[src/rtl/addsub_pkg.sv]
// Shared constants and the signed-overflow helper for the pipelined adder/subtractor.
package addsub_pkg;

  localparam logic MODE_ADD = 1'b0;
  localparam logic MODE_SUB = 1'b1;

  // Overflow when both operands share a sign and the result's sign differs
  function automatic logic calc_ovf(input logic a_sign, input logic b_sign, input logic s_sign);
    return (a_sign == b_sign) && (s_sign != a_sign);
  endfunction

endpackage

[src/rtl/adder_chunk.sv]
// Combinational CHUNK-bit full adder slice: {co, s} = x + y + ci.
module adder_chunk
  import addsub_pkg::*;
#(
  parameter int CHUNK = 8
) (
  input  logic [CHUNK-1:0] x,
  input  logic [CHUNK-1:0] y,
  input  logic             ci,
  output logic [CHUNK-1:0] s,
  output logic             co
);

  assign {co, s} = {1'b0, x} + {1'b0, y} + {{CHUNK{1'b0}}, ci};

endmodule

[src/rtl/pipelined_addsub.sv]
// Carry-pipelined WIDTH-bit adder/subtractor: one CHUNK-bit slice per stage,
// valid/ready stream where every stage advances together under a single enable.
module pipelined_addsub
  import addsub_pkg::*;
#(
  parameter int WIDTH = 32,
  parameter int CHUNK = 8
) (
  input  logic             clk,
  input  logic             rst_n,
  input  logic             in_valid,
  output logic             in_ready,
  input  logic [WIDTH-1:0] a,
  input  logic [WIDTH-1:0] b,
  input  logic             c0,
  input  logic             sub,
  output logic             out_valid,
  input  logic             out_ready,
  output logic [WIDTH-1:0] sum,
  output logic             c4,
  output logic             ovf
);

  localparam int STAGES = WIDTH / CHUNK;
  localparam int LAST   = STAGES - 1;

  generate
    if (((WIDTH % CHUNK) != 0) || (WIDTH < CHUNK)) begin : g_bad_cfg
      $error("pipelined_addsub: WIDTH must be a non-zero multiple of CHUNK");
    end
  endgenerate

  logic             r_vld [STAGES];
  logic [WIDTH-1:0] r_sum [STAGES];
  logic             r_cy  [STAGES];
  logic [WIDTH-1:0] r_a   [STAGES];
  logic [WIDTH-1:0] r_b   [STAGES];
  logic             r_ovf;

  logic             w_en;
  logic             w_acc;
  logic             w_vin     [STAGES];
  logic [WIDTH-1:0] w_opa     [STAGES];
  logic [WIDTH-1:0] w_opb     [STAGES];
  logic             w_ci      [STAGES];
  logic [WIDTH-1:0] w_psum    [STAGES];
  logic [CHUNK-1:0] w_s       [STAGES];
  logic             w_co      [STAGES];
  logic [WIDTH-1:0] w_sum_nxt [STAGES];

  assign w_en     = out_ready | ~r_vld[LAST];
  assign w_acc    = in_valid & w_en;
  assign in_ready = w_en;

  genvar k;
  generate
    for (k = 0; k < STAGES; k++) begin : g_stage
      if (k == 0) begin : g_first
        // Subtraction folds into addition: a + ~b + ~c0, so c4 reads as "no borrow"
        assign w_vin[k]  = w_acc;
        assign w_opa[k]  = a;
        assign w_opb[k]  = (sub == MODE_SUB) ? ~b : b;
        assign w_ci[k]   = (sub == MODE_SUB) ? ~c0 : c0;
        assign w_psum[k] = {WIDTH{1'b0}};
      end else begin : g_next
        assign w_vin[k]  = r_vld[k-1];
        assign w_opa[k]  = r_a[k-1];
        assign w_opb[k]  = r_b[k-1];
        assign w_ci[k]   = r_cy[k-1];
        assign w_psum[k] = r_sum[k-1];
      end

      adder_chunk #(.CHUNK(CHUNK)) u_add (
        .x  (w_opa[k][k*CHUNK +: CHUNK]),
        .y  (w_opb[k][k*CHUNK +: CHUNK]),
        .ci (w_ci[k]),
        .s  (w_s[k]),
        .co (w_co[k])
      );

      // Upper bits of the partial sum are still zero, so the new slice is ORed in place
      assign w_sum_nxt[k] = w_psum[k] | (WIDTH'(w_s[k]) << (k * CHUNK));
    end
  endgenerate

  // Whole pipeline shifts one stage when the output slot is free or being drained
  always_ff @(posedge clk or negedge rst_n) begin
    if (!rst_n) begin
      for (int i = 0; i < STAGES; i++) begin
        r_vld[i] <= 1'b0;
        r_sum[i] <= {WIDTH{1'b0}};
        r_cy[i]  <= 1'b0;
        r_a[i]   <= {WIDTH{1'b0}};
        r_b[i]   <= {WIDTH{1'b0}};
      end
      r_ovf <= 1'b0;
    end else if (w_en) begin
      for (int i = 0; i < STAGES; i++) begin
        r_vld[i] <= w_vin[i];
        r_sum[i] <= w_sum_nxt[i];
        r_cy[i]  <= w_co[i];
        r_a[i]   <= w_opa[i];
        r_b[i]   <= w_opb[i];
      end
      r_ovf <= calc_ovf(w_opa[LAST][WIDTH-1], w_opb[LAST][WIDTH-1], w_sum_nxt[LAST][WIDTH-1]);
    end
  end

  assign out_valid = r_vld[LAST];
  assign sum       = r_sum[LAST];
  assign c4        = r_cy[LAST];
  assign ovf       = r_ovf;

endmodule

[config.mk]
export PLATFORM = sky130hd
export DESIGN_NAME = pipelined_addsub
export DESIGN_NICKNAME = d
export VERILOG_FILES = /design/src/rtl/addsub_pkg.sv /design/src/rtl/adder_chunk.sv /design/src/rtl/pipelined_addsub.sv
export SDC_FILE = /design/constraint.sdc
export NUM_CORES = 1
export LEC_CHECK = 0
export BUFFER_PORTS_ARGS = -buffer_cell sky130_fd_sc_hd__buf_2
export CORE_UTILIZATION = 39
export CTS_BUF_LIST = sky130_fd_sc_hd__clkbuf_4
export DETAILED_ROUTE_END_ITERATION = 8
export PLACE_DENSITY = 0.68
export SLEW_MARGIN = 20
export SYNTH_ARGS = -nofsm -noshare
export SYNTH_HDL_FRONTEND = slang
export SYNTH_SLANG_ARGS = --single-unit
[constraint.sdc]
create_clock -name clk -period 4.8 [get_ports clk]
set_clock_uncertainty 0.15 [all_clocks]
set_input_delay 0.48 -clock clk [delete_from_list [all_inputs] [get_ports clk]]
set_output_delay 0.48 -clock clk [all_outputs]
set_load 0.03 [all_outputs]
* Yosys cells after proc, flatten, opt, wreduce, memory -nomap -nowiden
Cells that the tools add are included.
** Word-level totals
- Flip-flop bits (word level) :: 305
** Cells by class
- Add/subtract/negate cells :: 8
- Equal/unequal tests :: 2
- Muxes and demuxes :: 2
- Bitwise operators :: 8
- Reductions and logical operators :: 1
** Operators by type and width (count)
- 8-bit by 8-bit adder with 9-bit output :: 4
- 9-bit by 1-bit adder with 9-bit output :: 4
- 32-bit 2-to-1 mux :: 1
- 32-bit NOT :: 1
- 32-bit by 24-bit bitwise OR with 32-bit output :: 1
- 32-bit bitwise OR :: 1
- 8-bit by 16-bit bitwise OR with 16-bit output :: 1
- 1-bit NOT :: 2
- 1-bit bitwise AND :: 1
- 1-bit equality test :: 1
- 1-bit logical AND :: 1
- 1-bit 2-to-1 mux :: 1
- 1-bit != test :: 1
- 1-bit bitwise OR :: 1

* Depth between registers and ports, before layout
Gate-level depths: netlist of the first run.
- Depth in word-level cells :: 5
- Depth in mapped cells :: 11
- Depth with buffers taken out :: 9

* Modules after synthesis
A second synthesis of the first run with hierarchy kept.
** Unflattened totals
- Cell total of the unflattened synthesis :: 626
- Area, all modules :: 9341.5 um2
** By module, submodules not included
- pipelined_addsub :: instances 1, cells each 464, area each 8015.2 um2
- adder_chunk at g_stage[0].u_add ... :: instances 3, cells each 40, area each 331.6 um2
- adder_chunk at g_stage[2].u_add :: instances 1, cells each 42, area each 331.6 um2

* Worst setup path after synthesis of the first run
Ideal clock, no wire load.
- Kind :: input -> register
- Start point :: in sub
- End point :: reg r_sum[102] (netlist name)
- Setup time :: 64 ps
- Arrival time :: 2727 ps
- Required time :: 4586 ps
- Path slack :: 1859 ps
- Stages on the path :: 11
- Cell sequence :: clkbuf_1 > buf_2 > xor2_1 > fa_1 > inv_1 > fa_1 > nor2b_4 > o31a_1 > o311a_1 > a211oi_1 > a21o_1
** Between the ends
- Word-level cells in the longest chain between the ends :: 3
- Elaborated cells on any way between the ends :: 4
- Those cells by class :: add/sub: 2; mux: 2
** Ends and longest elaborated chain
- start: declaration :: line pipelined_addsub.sv:16 : input logic sub,
- 32-bit 2-to-1 mux :: line pipelined_addsub.sv:62 : assign w_opb[k] = (sub == MODE_SUB) ? ~b : b;
- 8-bit by 8-bit adder with 9-bit output :: line adder_chunk.sv:14 : assign {co, s} = {1'b0, x} + {1'b0, y} + {{CHUNK{1'b0}}, ci};
- 9-bit by 1-bit adder with 9-bit output * :: line adder_chunk.sv:14
- end signal: indexed assignment :: line pipelined_addsub.sv:91 : r_sum[i] <= {WIDTH{1'b0}};
- end signal: indexed assignment :: line pipelined_addsub.sv:100 : r_sum[i] <= w_sum_nxt[i];
- end: declaration :: line pipelined_addsub.sv:34 : logic [WIDTH-1:0] r_sum [STAGES];
Every way passes the cells marked *; elsewhere a longest branch is shown, timed or not.
A chain may end at the register's enable or synchronous reset.

* Worst setup path in the final report of the first run
- Start point :: reg r_vld (netlist bit out_valid)
- End point :: out in_ready
** Between the ends
- Word-level cells in the longest chain between the ends :: 2
** Ends and longest elaborated chain
- start: declaration :: line pipelined_addsub.sv:33 : logic r_vld [STAGES];
- start signal: indexed assignment :: line pipelined_addsub.sv:99 : r_vld[i] <= w_vin[i];
- 1-bit NOT :: line pipelined_addsub.sv:51 : assign w_en = out_ready | ~r_vld[LAST];
- 1-bit bitwise OR :: line pipelined_addsub.sv:51
- end: declaration :: line pipelined_addsub.sv:12 : output logic in_ready,
No other way between the ends.

==> reports/qor.yml, run 1 <==
outcome:
  status: "finished clean"
synth:
  yosys-mux-area-fraction: 0
  synth_xor_area_frac: 0.0512
  synth_top_family_by_area: "simple AND/OR/NAND/NOR gates"
  synth_area_leaders: "dfrtp_1, nand2_1, ha_1"
  yosysTopAreaCell: "dfrtp_1"
  synth_compound_area_frac: 0.0757
  synthSimpleGateAreaFrac: 0.216
  ys_seq_area_frac: 0.541
  synthArstFlopShare: 1.00
  yosysWarnings: 0
  syn_area_sq_um: 8560
  synth_edf_count: 0
  ys_dominant_reg_cell: "dfrtp_1"
  synth_cell_types: 32
  avgSynthCellArea_sq_um: 9.02
  yosysTopAreaCellShare: 0.541
  synthesis.nets: 1055
  postSynthCellCount: 949
  ys_ff_latch: 185
  synthAdderAreaFrac: 0.0597
route:
  routed_wl_mm: 16.6
  vias: 6135
  dr.pass1.iters: 4
  wl_per_cell_um: 12.4
  vias_per_cell: 4.59
  ant_nets: 0
  drc_errors: 0
  drtIter0Drc: 332
critical_path:
  worst_ep_required_time_ns: 4.17
  cp-end-kind: "output port"
  crit_type: "flip-flop to output port"
  worstSetupStartpointType: "flip-flop"
  rrSetupSlack_ns: 2.27
  arrival_ns: 2.01
  path_max_fanout: 107
hold_path:
  hp-class: "input pin to flip-flop"
sta:
  timing.slew.headroom: 0.376
  fin_crit_sh: 0.550
  drv_slew: 0
  rsz0062_at_grt: "false"
  setup_viol_count_final: 0
  min_period_ns: 2.64
  finalSetupTns_ns: 0
  hold_viol: 0
  tightest_slew_ns: 0.936
  fmax_mhz: 379
  hold_slack_ns: 0.0673
grt:
  met3_usage: 0.0336
  overflow: 0
  grt_pass1_wl_mm: 28.1
  grt_max_degree: 225
  grt_use_total: 0.158
  first_global_vias: 5843
  antenna_found_initial: 1
  grtUsageMet1: 0.235
  top_usage_layer: "met1"
  grt_util_met2: 0.233
cts:
  ctsHtreeMaxLevel: 4
  clk_pin_slew_worst_paths_ns: 0.18
  cts_root_buf: "clkbuf_4"
  clk_latency_ns: 0.58
  cts_tree: "built"
  cts_buffer_depth: 2
  cts_sinks: 185
  cts-buffers-inserted: 17
power:
  p_leak_nw: 4.99
  ir_drop_uv: 339
  power_density_nw_per_um2: 612
die:
  start_util: 0.402
  die_h_um: 150
  die_w_um: 150
  fp.dieArea_sq_um: 22500
  core-area_sq_um: 21300
  rows: 53
  num_io_pins: 106
layout:
  fillers: 2101
  area_growth_pct: 14.9
  fin_nets: 1154
  drive_gt1_frac: 0.138
  final_util: 0.462
placement:
  place_congestion: 0.837
  numPortBuffers: 105
  hpwl_mm: 10.9
job:
  drv_cap: 0
-- state kept, by name, indices dropped and copies added (netlist names) --
register,count
r_a,48
out_valid,1
ovf,1
r_sum,48
sum,32
r_b,48
r_cy,3
c4,1
r_vld,3
-- area by class of cell --
type,instances,area [sq um],share of cell area
Antenna cell,1,2.50,0.000255
Clock inverter,15,174,0.0177
Sequential cell,185,4630,0.471
Inverter,10,42.5,0.00433
Timing Repair Buffer,157,1060,0.107
Multi-Input combinational cell,677,3450,0.351
Clock buffer,17,128,0.0130
Tap cell,275,344,0.0350
-- cell usage in the layout, fill, tap and decap left out, types with 5 or more instances in the layout --
cell type / instances
nand2_1: 441
dfrtp_1: 185
buf_2: 104
o21ai_0: 61
dlygate4sd3_1: 47
xnor2_1: 28
ha_1: 28
xor2_1: 22
clkbuf_4: 17
a21oi_1: 16
nor3_1: 14
nor2_1: 13
a211oi_1: 10
inv_1: 9
fa_1: 8
a21o_1: 6
inv_8: 6
o211ai_1: 5
-- where the power goes --
group / switching (mW) / internal [mW] / total [mW]
registers: 0.387 / 2.24 / 2.63
clock network: 0.594 / 0.290 / 0.883
logic: 1.57 / 0.937 / 2.50
total: 2.55 / 3.47 / 6.02
-- worst max-delay path: stages, from the launching register on --
cell     delay (ns)
dfrtp_1        0.42
nor2b_4        0.15
inv_6          0.53
buf_2          0.33
-- timing repair --
| item | CTS | global route |
|---|---|---|
| hold buffers | 47 | 0 |
| hold endpoints to repair | 172 | 0 |
| buffers inserted | 0 | 0 |
| gates resized for setup | 0 | 0 |
-- cells in the mapped netlist, types with 2 or more instances --
cell	number
nor2b_1	3
a21o_1	6
clkbuf_1	21
buf_2	16
a31oi_1	4
o21ai_0	61
nor3_1	14
o21bai_1	4
nor2_1	13
nand2b_1	3
fa_1	8
a21oi_1	16
inv_1	9
ha_1	28
dfrtp_1	185
xnor2_1	28
or3_1	3
o21a_1	2
buf_4	33
nand2_1	441
a211oi_1	10
buf_1	6
xor2_1	22
o211ai_1	5
-- kinds of logic after synthesis --
group                    count (synthesis)
buffers and inverters                   87
XOR/XNOR                                50
flip-flops                             185
adder cells (fa/ha/maj)                 36
AO/OA/AOI/OAI                          112
AND/OR/NAND/NOR                        479
-- worst paths after layout --
path | startpoint | to | depth (start not counted)
max | out_valid | in_ready | 3
min | b[21] | r_b[117] | 3
max reg2reg | r_cy[2] | r_sum[54] | 7
min reg2reg | r_b[123] | r_b[91] | 2
max in group asynchronous | rst_n | r_sum[45] | 3
min in group asynchronous | rst_n | r_a[108] | 2
-- metrics by stage --
step                      total power, mW  cell area, sq um  setup slack, ns  cells
after floorplan                      4.69              8560             1.86    949
after global placement               5.09              9050             1.86   1257
after detailed placement             5.18              9050             1.78   1257
after CTS                            6.11              9820             1.79   1336
after global routing                 6.59              9830             1.96   1337
final                                6.02              9830             2.16   1337
-- per-layer routing --
layer | routed length [um] | share of wire | vias up
li1 | - | - | 3190
met1 | 8690 | 0.52 | 2840
met2 | 7280 | 0.44 | 95
met3 | 524 | 0.031 | 10
met4 | 144 | 0.0087 | 0
met5 | 0 | 0 | -
Power figures use the tool's default switching activity.
==> run 2, diff against run 1 <==
==> constraint.sdc (replaced) <==
create_clock -name clk -period 2.5 [get_ports clk]
set_clock_uncertainty 0.15 [all_clocks]
set_input_delay 0.25 -clock clk [delete_from_list [all_inputs] [get_ports clk]]
set_output_delay 0.25 -clock clk [all_outputs]
set_load 0.03 [all_outputs]
==> reports/qor.yml, run 2 (synthesis results as in run 1) <==
outcome:
  status: "finished clean"  # unchanged
placement:
  place_area_sq_um: 9160  # was 9050 sq um
  hpwl_mm: 11.5  # was 10.9 mm
  numPortBuffers: 105  # unchanged
  place_congestion: 0.812  # was 0.837
cts:
  cts-buffers-inserted: 17  # unchanged
  clk_pin_slew_worst_paths_ns: 0.14  # was 0.18 ns
  ctsHtreeMaxLevel: 4  # unchanged
  cts_root_buf: "clkbuf_4"  # unchanged
  cts_tree: "built"  # unchanged
  cts_sinks: 185  # unchanged
  clk_latency_ns: 0.55  # was 0.58 ns
  cts_buffer_depth: 2  # unchanged
hold_path:
  hp-class: "input pin to flip-flop"  # unchanged
  hold_depth: 5  # was 3
  hold_end: "r_vld[3]"  # was r_b[117]
  worstHoldStart: "out_ready"  # was b[21]
die:
  die_w_um: 150  # unchanged
  num_io_pins: 106  # unchanged
  die_h_um: 150  # unchanged
  core-area_sq_um: 21300  # unchanged
  rows: 53  # unchanged
  fp.dieArea_sq_um: 22500  # unchanged
  start_util: 0.402  # unchanged
critical_path:
  cpLargestDelayFamily: "adder cells"  # was buffers and inverters
  cpMostUsedCell: "fa_1"
  worstSetupStartpointType: "flip-flop"  # unchanged
  worstReg2RegStart: "r_cy[3]"  # was r_cy[2]
  arrival_ns: 2.64  # was 2.01 ns
  critPathBufInv: 0  # was 2
  path_cells: "fa_1 -> fa_1 -> a21oi_2 -> o211ai_1 -> a21oi_1 -> xor2_1 -> o21ai_0"  # was nor2b_4 -> inv_6 -> buf_2
  crit_type: "flip-flop to flip-flop"  # was flip-flop to output port
  cp-end-kind: "flip-flop"  # was output port
  worstReg2RegEnd: "r_sum[78]"  # was r_sum[54]
  reg2reg_depth: 7  # unchanged
  max_stage_delay_ns: 0.50  # was 0.53 ns
  path_max_fanout: 3  # was 107
  rrSetupSlack_ns: 0.14  # was 2.27 ns
  worst_ep_required_time_ns: 2.77  # was 4.17 ns
  slowest_stage: "fa_1"  # was inv_6
route:
  drtIter0Drc: 321  # was 332
  ant_nets: 0  # unchanged
  routed_wl_mm: 16.8  # was 16.6 mm
  vias: 6258  # was 6,135
  drc_errors: 0  # unchanged
  dr.pass1.iters: 4  # unchanged
  vias_per_cell: 4.63  # was 4.59
  wl_per_cell_um: 12.4  # about the same
layout:
  drive_gt1_frac: 0.149  # was 0.138
  mostFrequentLayoutCells: "nand2_1, dfrtp_1, buf_2"  # unchanged
  largestRegisters: "r_a: 48 flops, r_b: 48 flops, r_sum: 48 flops"  # unchanged
  final_common_cell: "nand2_1"  # unchanged
  stdcell_area_sq_um: 9970  # was 9830 sq um
  fin_nets: 1168  # was 1,154
  area_growth_pct: 16.6  # was 14.9%
sta:
  fin_crit_sh: 0.946
  rsz0062_at_grt: "false"  # unchanged
  drv_slew: 0  # unchanged
  setup_viol_count_final: 0  # unchanged
  fmax_mhz: 423
  finalSetupTns_ns: 0  # unchanged
  timing.slew.headroom: 0.583  # was 0.376
  tightest_slew_ns: 0.625  # was 0.936 ns
  min_period_ns: 2.36
  hold_viol: 0  # unchanged
job:
  drv_cap: 0  # unchanged
power:
  power_density_nw_per_um2: 1150  # was 612 nW/um^2
  ir_drop_uv: 389  # was 339 uV
  p_leak_nw: 5.04  # was 4.99 nW
grt:
  grt_use_total: 0.161  # was 0.158
  grt_max_degree: 148  # was 225
  antenna_found_initial: 1  # unchanged
  first_global_vias: 6004  # was 5,843
  grt_pass1_wl_mm: 28.7  # was 28.1 mm
  overflow: 0  # unchanged
-- run 2: worst max-delay path by stage --
| stage | start | end | slack [ns] | cells after the start |
|---|---|---|---|---|
| 2_1_floorplan | sub | r_sum[102] | 0.006 | 11 |
| 3_3_place_gp | sub | r_cy[3] | 0.09 | 10 |
| 3_5_place_dp | sub | r_cy[3] | 0.04 | 10 |
| 4_1_cts | r_cy[2] | r_sum[54] | 0.06 | 7 |
| 5_1_grt | r_cy[2] | r_sum[54] | 0.007 | 7 |
| 6_report | r_cy[3] | r_sum[78] | 0.14 | 7 |
-- run 2: what timing repair did --
action | CTS | global route
hold buffers | 54 | 0
hold endpoints to repair | 237 | 0
endpoints found under the setup margin | 0 | 6
gates resized for setup | 0 | 5
buffers inserted | 0 | 0
-- run 2: worst register-to-register path, delay by kind of cell, from the launching register on --
kind | cells | cell delay, ns
flops | 1 | 0.43
xor+xnor | 1 | 0.15
compound gates | 4 | 0.59
fa+ha+maj | 2 | 0.94
-- run 2: layer usage --
metal	global-route usage	part of all wire	vias to the layer above
li1	-	-	3209
met1	0.229	0.50	2938
met2	0.251	0.46	99
met3	0.0291	0.032	12
met4	0.0465	0.0086	0
met5	0	0	-
-- run 2: where the power goes --
group          internal [mW]  total (mW)  leakage [nW]  switching, mW
clock                  0.510        1.51         0.142           1.00
combinational           1.89        4.92          2.66           3.04
sequential              4.31        5.07          2.24          0.757
-- run 2: final cells by class --
class                      instances  area (sq um)
fill                            2092         11300
antenna                            1          2.50
clock inverter                    14           120
tap                              275           344
multi-input combinational        677          3480
inverter                          10          40.0
sequential                       185          4630
clock buffer                      18           135
timing repair buffer             171          1230
-- run 2: through the flow --
| step | hold slack, ns | worst slack, ns | std cells | util | power, mW |
|---|---|---|---|---|---|
| floorplan | -0.196 | 0.00565 | 949 | - | 9.00 |
| global placement | 0.119 | 0.0931 | 1264 | 0.430 | 9.86 |
| detailed placement | 0.123 | 0.0397 | 1264 | 0.430 | 10.0 |
| CTS | 0.00381 | 0.0637 | 1350 | 0.468 | 11.6 |
| global route | 0.0333 | 0.00685 | 1351 | 0.469 | 12.6 |
| finish | 0.0644 | 0.135 | 1351 | 0.469 | 11.5 |
